===== config.mk =====
export PLATFORM = sky130hd
export DESIGN_NAME = regfile_dump
export DESIGN_NICKNAME = d
export VERILOG_FILES = /design/src/rtl/regfile_pkg.sv /design/src/rtl/regfile_core.sv /design/src/rtl/regfile_dump.sv
export SDC_FILE = /design/constraint.sdc
export NUM_CORES = 2
export LEC_CHECK = 0
export BUFFER_PORTS_ARGS = -buffer_cell sky130_fd_sc_hd__buf_2
export CELL_PAD_IN_SITES_DETAIL_PLACEMENT = 1
export CELL_PAD_IN_SITES_GLOBAL_PLACEMENT = 1
export CORE_MARGIN = 4
export CORE_UTILIZATION = 35
export CTS_BUF_LIST = sky130_fd_sc_hd__clkbuf_8
export DETAILED_ROUTE_END_ITERATION = 8
export GPL_TIMING_DRIVEN = 0
export PLACE_DENSITY_LB_ADDON = 0.1
export SYNTH_ARGS = -nofsm -noshare
export SYNTH_HDL_FRONTEND = slang
export SYNTH_SLANG_ARGS = --single-unit

===== constraint.sdc =====
create_clock -name clk -period 45.3 [get_ports clk]
set_input_delay 2.265 -clock clk [delete_from_list [all_inputs] [get_ports clk]]
set_output_delay 2.265 -clock clk [all_outputs]
set_load 0.005 [all_outputs]

===== src/rtl/regfile_pkg.sv =====
// Shared constants and dump FSM encoding for the register file with serial dump.
package regfile_pkg;

    localparam int NREGS  = 32;
    localparam int ADDR_W = 5;

    localparam logic [ADDR_W-1:0] LAST_IDX = ADDR_W'(NREGS - 1);

    typedef enum logic [1:0] {
        ST_IDLE  = 2'd0,
        ST_FETCH = 2'd1,
        ST_SEND  = 2'd2,
        ST_DONE  = 2'd3
    } dump_state_t;

endpackage


===== src/rtl/regfile_core.sv =====
// 32-entry register file: r0 hardwired to zero, two CPU read ports plus a dump read port,
// optional same-cycle write-to-read forwarding on every read port.
module regfile_core
    import regfile_pkg::*;
#(
    parameter int WIDTH  = 32,
    parameter bit BYPASS = 1'b1
) (
    input  logic              clk,
    input  logic              rst,
    input  logic [ADDR_W-1:0] ra1,
    input  logic [ADDR_W-1:0] ra2,
    input  logic [ADDR_W-1:0] ra3,
    output logic [WIDTH-1:0]  rd1,
    output logic [WIDTH-1:0]  rd2,
    output logic [WIDTH-1:0]  rd3,
    input  logic              we,
    input  logic [ADDR_W-1:0] wa,
    input  logic [WIDTH-1:0]  wd
);

    logic [WIDTH-1:0]  regs [NREGS];
    logic [ADDR_W-1:0] ra_all [3];
    logic [WIDTH-1:0]  rd_all [3];

    always_ff @(posedge clk or posedge rst) begin
        if (rst) begin
            for (int i = 0; i < NREGS; i++) begin
                regs[i] <= '0;
            end
        end else if (we && (wa != '0)) begin
            regs[wa] <= wd;
        end
    end

    assign ra_all[0] = ra1;
    assign ra_all[1] = ra2;
    assign ra_all[2] = ra3;

    // Forwarding check can skip wa!=0 because a zero read address is already forced to 0.
    always_comb begin
        for (int p = 0; p < 3; p++) begin
            rd_all[p] = regs[ra_all[p]];
            if (ra_all[p] == '0) begin
                rd_all[p] = '0;
            end else if (BYPASS && we && (wa == ra_all[p])) begin
                rd_all[p] = wd;
            end
        end
    end

    assign rd1 = rd_all[0];
    assign rd2 = rd_all[1];
    assign rd3 = rd_all[2];

endmodule


===== src/rtl/regfile_dump.sv =====
// Register file with a valid/ready serial dump of all 32 registers; the dump never
// stalls the CPU ports, it just uses a dedicated third read port.
//
//   state    | meaning
//   ST_IDLE  | waiting for dump_start
//   ST_FETCH | capture reg[idx] into the output holding register
//   ST_SEND  | dump_valid high, waiting for dump_ready
//   ST_DONE  | one-cycle dump_done pulse after entry 31
module regfile_dump
    import regfile_pkg::*;
#(
    parameter int WIDTH  = 32,
    parameter bit BYPASS = 1'b1
) (
    input  logic              clk,
    input  logic              rst,
    input  logic [ADDR_W-1:0] ra1,
    input  logic [ADDR_W-1:0] ra2,
    output logic [WIDTH-1:0]  rd1,
    output logic [WIDTH-1:0]  rd2,
    input  logic              we,
    input  logic [ADDR_W-1:0] wa,
    input  logic [WIDTH-1:0]  wd,
    input  logic              dump_start,
    output logic              dump_valid,
    input  logic              dump_ready,
    output logic [ADDR_W-1:0] dump_idx,
    output logic [WIDTH-1:0]  dump_data,
    output logic              dump_done
);

    dump_state_t       state;
    dump_state_t       state_next;
    logic [ADDR_W-1:0] idx;
    logic [WIDTH-1:0]  rd3;
    logic [WIDTH-1:0]  data_q;
    logic              handshake;

    regfile_core #(
        .WIDTH  (WIDTH),
        .BYPASS (BYPASS)
    ) u_core (
        .clk (clk),
        .rst (rst),
        .ra1 (ra1),
        .ra2 (ra2),
        .ra3 (idx),
        .rd1 (rd1),
        .rd2 (rd2),
        .rd3 (rd3),
        .we  (we),
        .wa  (wa),
        .wd  (wd)
    );

    assign handshake = (state == ST_SEND) && dump_ready;

    always_ff @(posedge clk or posedge rst) begin
        if (rst) begin
            state <= ST_IDLE;
        end else begin
            state <= state_next;
        end
    end

    always_comb begin
        state_next = state;
        unique case (state)
            ST_IDLE:  if (dump_start) state_next = ST_FETCH;
            ST_FETCH: state_next = ST_SEND;
            ST_SEND:  if (handshake) state_next = (idx == LAST_IDX) ? ST_DONE : ST_FETCH;
            ST_DONE:  state_next = ST_IDLE;
            default:  state_next = ST_IDLE;
        endcase
    end

    // data_q is only loaded in FETCH, so CPU writes during SEND cannot disturb the entry on offer.
    always_ff @(posedge clk or posedge rst) begin
        if (rst) begin
            idx    <= '0;
            data_q <= '0;
        end else begin
            if ((state == ST_IDLE) && dump_start) begin
                idx <= '0;
            end else if (handshake && (idx != LAST_IDX)) begin
                idx <= idx + ADDR_W'(1);
            end
            if (state == ST_FETCH) begin
                data_q <= rd3;
            end
        end
    end

    always_comb begin
        dump_valid = (state == ST_SEND);
        dump_done  = (state == ST_DONE);
        dump_idx   = idx;
        dump_data  = data_q;
    end

endmodule


==> results.md <==
* Total track usage at 46.8%
* Ys async rst share at 100%
* Post-route cell area at 74,200 um^2
* CP startpoint kind: input pin
* Total grt overflow at 0
* Hold Path Stages at 1
* Setup violators final at 0
* Placed Instance Area at roughly 70,000 um^2
* Final nets at 5,009
* Static leakage at 31.4 nW
* CTS tree: built
* Critical Path RT at 43.03 ns
* Unrepaired setup endpoints after global routing: no
* Worst EP arrival at a little over 7 ns
* Cts repair resizes at 0
* Max-cap viol count at 20
* Status: finished with violations
* Clk root buf: clkbuf_8
* Worst Clk Skew at 0.0522 ns
* Worst hold endpoint: dump_data[8]
* DR vias at about 56k
* Die W at ~440 um
* Wire per inst at roughly 60 um
* Dominant synthesized flop cell: dfrtp_1
* Register-to-Register Setup Slack at a little under 40 ns
* HP Class: register to register
* Fin crit period at 9.36 ns
* Synth Instances at 4,533
* Top-area cell type share of the netlist area at 41.4%
* Mapped Area at 64,300 um^2
* Post-CTS setup buffers at 0
* Unique masters post-synth at 69
* Gpl congestion at 1.04
* Final Cycle Share at 20.7%
* Hold buffers post-CTS at 0
* Skew-Pair Late Insertion Delay at 1.03 ns
* Drt drc at 0
* Tot Pwr at 3.64 mW
* Maximum vdd ir drop at approximately 0.024 mV
* Most frequent cells in the layout: dfrtp_1, mux2_2, mux4_2
* Worst-case reg-to-reg path depth at 10
* Cell Rows at 157
* Layout cell share with drive strength beyond 1 at 50.2%
* Input/output buffers at ~150
* HPWL after DPL at 308 mm
* Reg2reg start: dump_idx[1]
* Core area at 183,000 um^2
* Fill cell count at roughly 19k
* PnR worst setup slack at 35.94 ns
* ANT nets after route at 0
* Seq cells post-synth at 1,063
* Top cells by area, synth: dfrtp_1, mux4_2, mux2_2
* Setup TNS at 0 ns
* Failing checks: capacitance limit, slew limit
* Critical path peak fanout at 10
* Initial core utilization at 35.2%
* Final Core Density at approximately two fifths
* Total CTS buffers at 202
* First-pass GRT wire length at 575 mm
* Area leader, netlist: dfrtp_1
* Commonest non-fill, non-tap cell in the layout: dfrtp_1
* Fin. max-slew vios at 209
* Placed Cells at 7,214
* Seq/Total Area, Yosys at 41.4%
* Die Area at 191,000 um^2
* Largest net degree at the start of global routing at 120
* DR iter-0 viols at about 9.5k
* R2r endpoint: dump_data[9]
* Htree depth at 4
* Vias in the first global route at 53.0k
* Critical path class: input pin to output pin
* Antenna violations before repair at between 60 and 70
* CP Capture Type: output pin
* Min Hold Slack at between 0.4 and 0.5 ns
* Clk buf depth at 3
* Clk sinks at 1,063
* Area Overhead vs Synth at 15.5%
* Vias per cell at between 7 and 8
* Synthesized Nets at ~4.6k
* Die Span Y at 437 um
* Router iterations before antenna repair at 8
* Place WS at 36.35 ns
* Min-delay src: dump_data[8]
* Pwr dens at about 49 nW/um^2
* Total detailed-routing wirelength at 456 mm
* I/O pin cnt at 155
* Synthesized area per cell at 14.2 um^2
* Fin. Hold Viols at 0
* Layout Cells excl Fill at 7,632
* Worst-path clk slew at approximately 0.05 ns
* FMAX at 107 MHz
* Synth Warn # at 0
* Post-synth EDFFs at 0
* Rel. slew slack at -14.4%
* Worst-margin pin slew at 1.72 ns
-- kinds of logic (layout without fill, tap and decap cells) --
logic type,Yosys count,count (layout),share of synthesized area (%)
XOR/XNOR,18,18,0.245
other,0,54,0
flip-flops,1063,1063,41.4
AND/OR/NAND/NOR,330,330,2.41
adder cells (fa/ha/maj),3,3,0.0584
AO/OA/AOI/OAI,666,666,7.58
multiplexers,1908,1908,44.5
buffers and inverters,545,1126,3.85
-- cells in the mapped netlist (30+ instances only) --
cell type,instances
o21ai_0,57
buf_4,30
nor3_1,30
a22o_1,45
dfrtp_1,1063
mux4_2,657
a22oi_1,169
o221ai_1,46
mux2i_1,233
buf_2,142
buf_1,79
o22ai_1,45
mux2_2,999
clkbuf_1,255
nand2_1,93
a21oi_1,122
nor2_1,101
-- how the worst max path moves through the flow --
stage / from / end / slack (ns) / depth (start not counted)
final: ra1[1] / rd1[31] / 35.94 / 10
after global routing: ra1[1] / rd1[31] / 36.28 / 10
after CTS: ra1[1] / rd1[31] / 36.35 / 10
after detailed placement: ra1[1] / rd1[31] / 36.35 / 10
after global placement: rst / u_core.regs[704] / -1.97 / 2
after floorplan: rst / dump_data[0] / 13.11 / 1
-- state kept, by name, summed over array words and instances (netlist names) --
name         flops
u_core.regs   1024
dump_data       32
dump_idx         5
state            2
-- power by group --
| group | total [mW] | internal (mW) | switching, mW | leakage (nW) |
|---|---|---|---|---|
| clock network | 1.03 | 0.532 | 0.493 | 2.42 |
| logic | 1.28 | 0.543 | 0.740 | 15.3 |
| registers | 1.33 | 1.13 | 0.198 | 13.7 |
| total | 3.64 | 2.21 | 1.43 | 31.4 |
-- critical path: stages --
cell      delay, ns
buf_2          0.10
buf_2          0.58
buf_2          0.76
buf_2          0.79
nand2_1        0.80
o221ai_1       0.97
nor2_1         0.11
nor3_1         0.19
nor2_1         0.20
buf_2          0.18
-- layout make-up --
type                       instances  area, um^2  area share, %
antenna                           54         135          0.182
buffer                           525        2590           3.49
clock buffer                     265        3650           4.91
clock inverter                    99         524          0.706
inverter                          20        82.6          0.111
multi-input combinational       2925       35300           47.6
sequential                      1063       26600           35.8
tap                             2464        3080           4.15
timing repair buffer             217        2250           3.03
-- metal layers --
layer	part of all wire (%)	track usage [%]	vias to the layer above
met5	0.11	1.16	-
met4	10	39.5	29
met3	14	23.1	1625
met2	40	62.4	5353
met1	36	55.8	30400
li1	-	-	19000
Power figures use the tool's default switching activity.
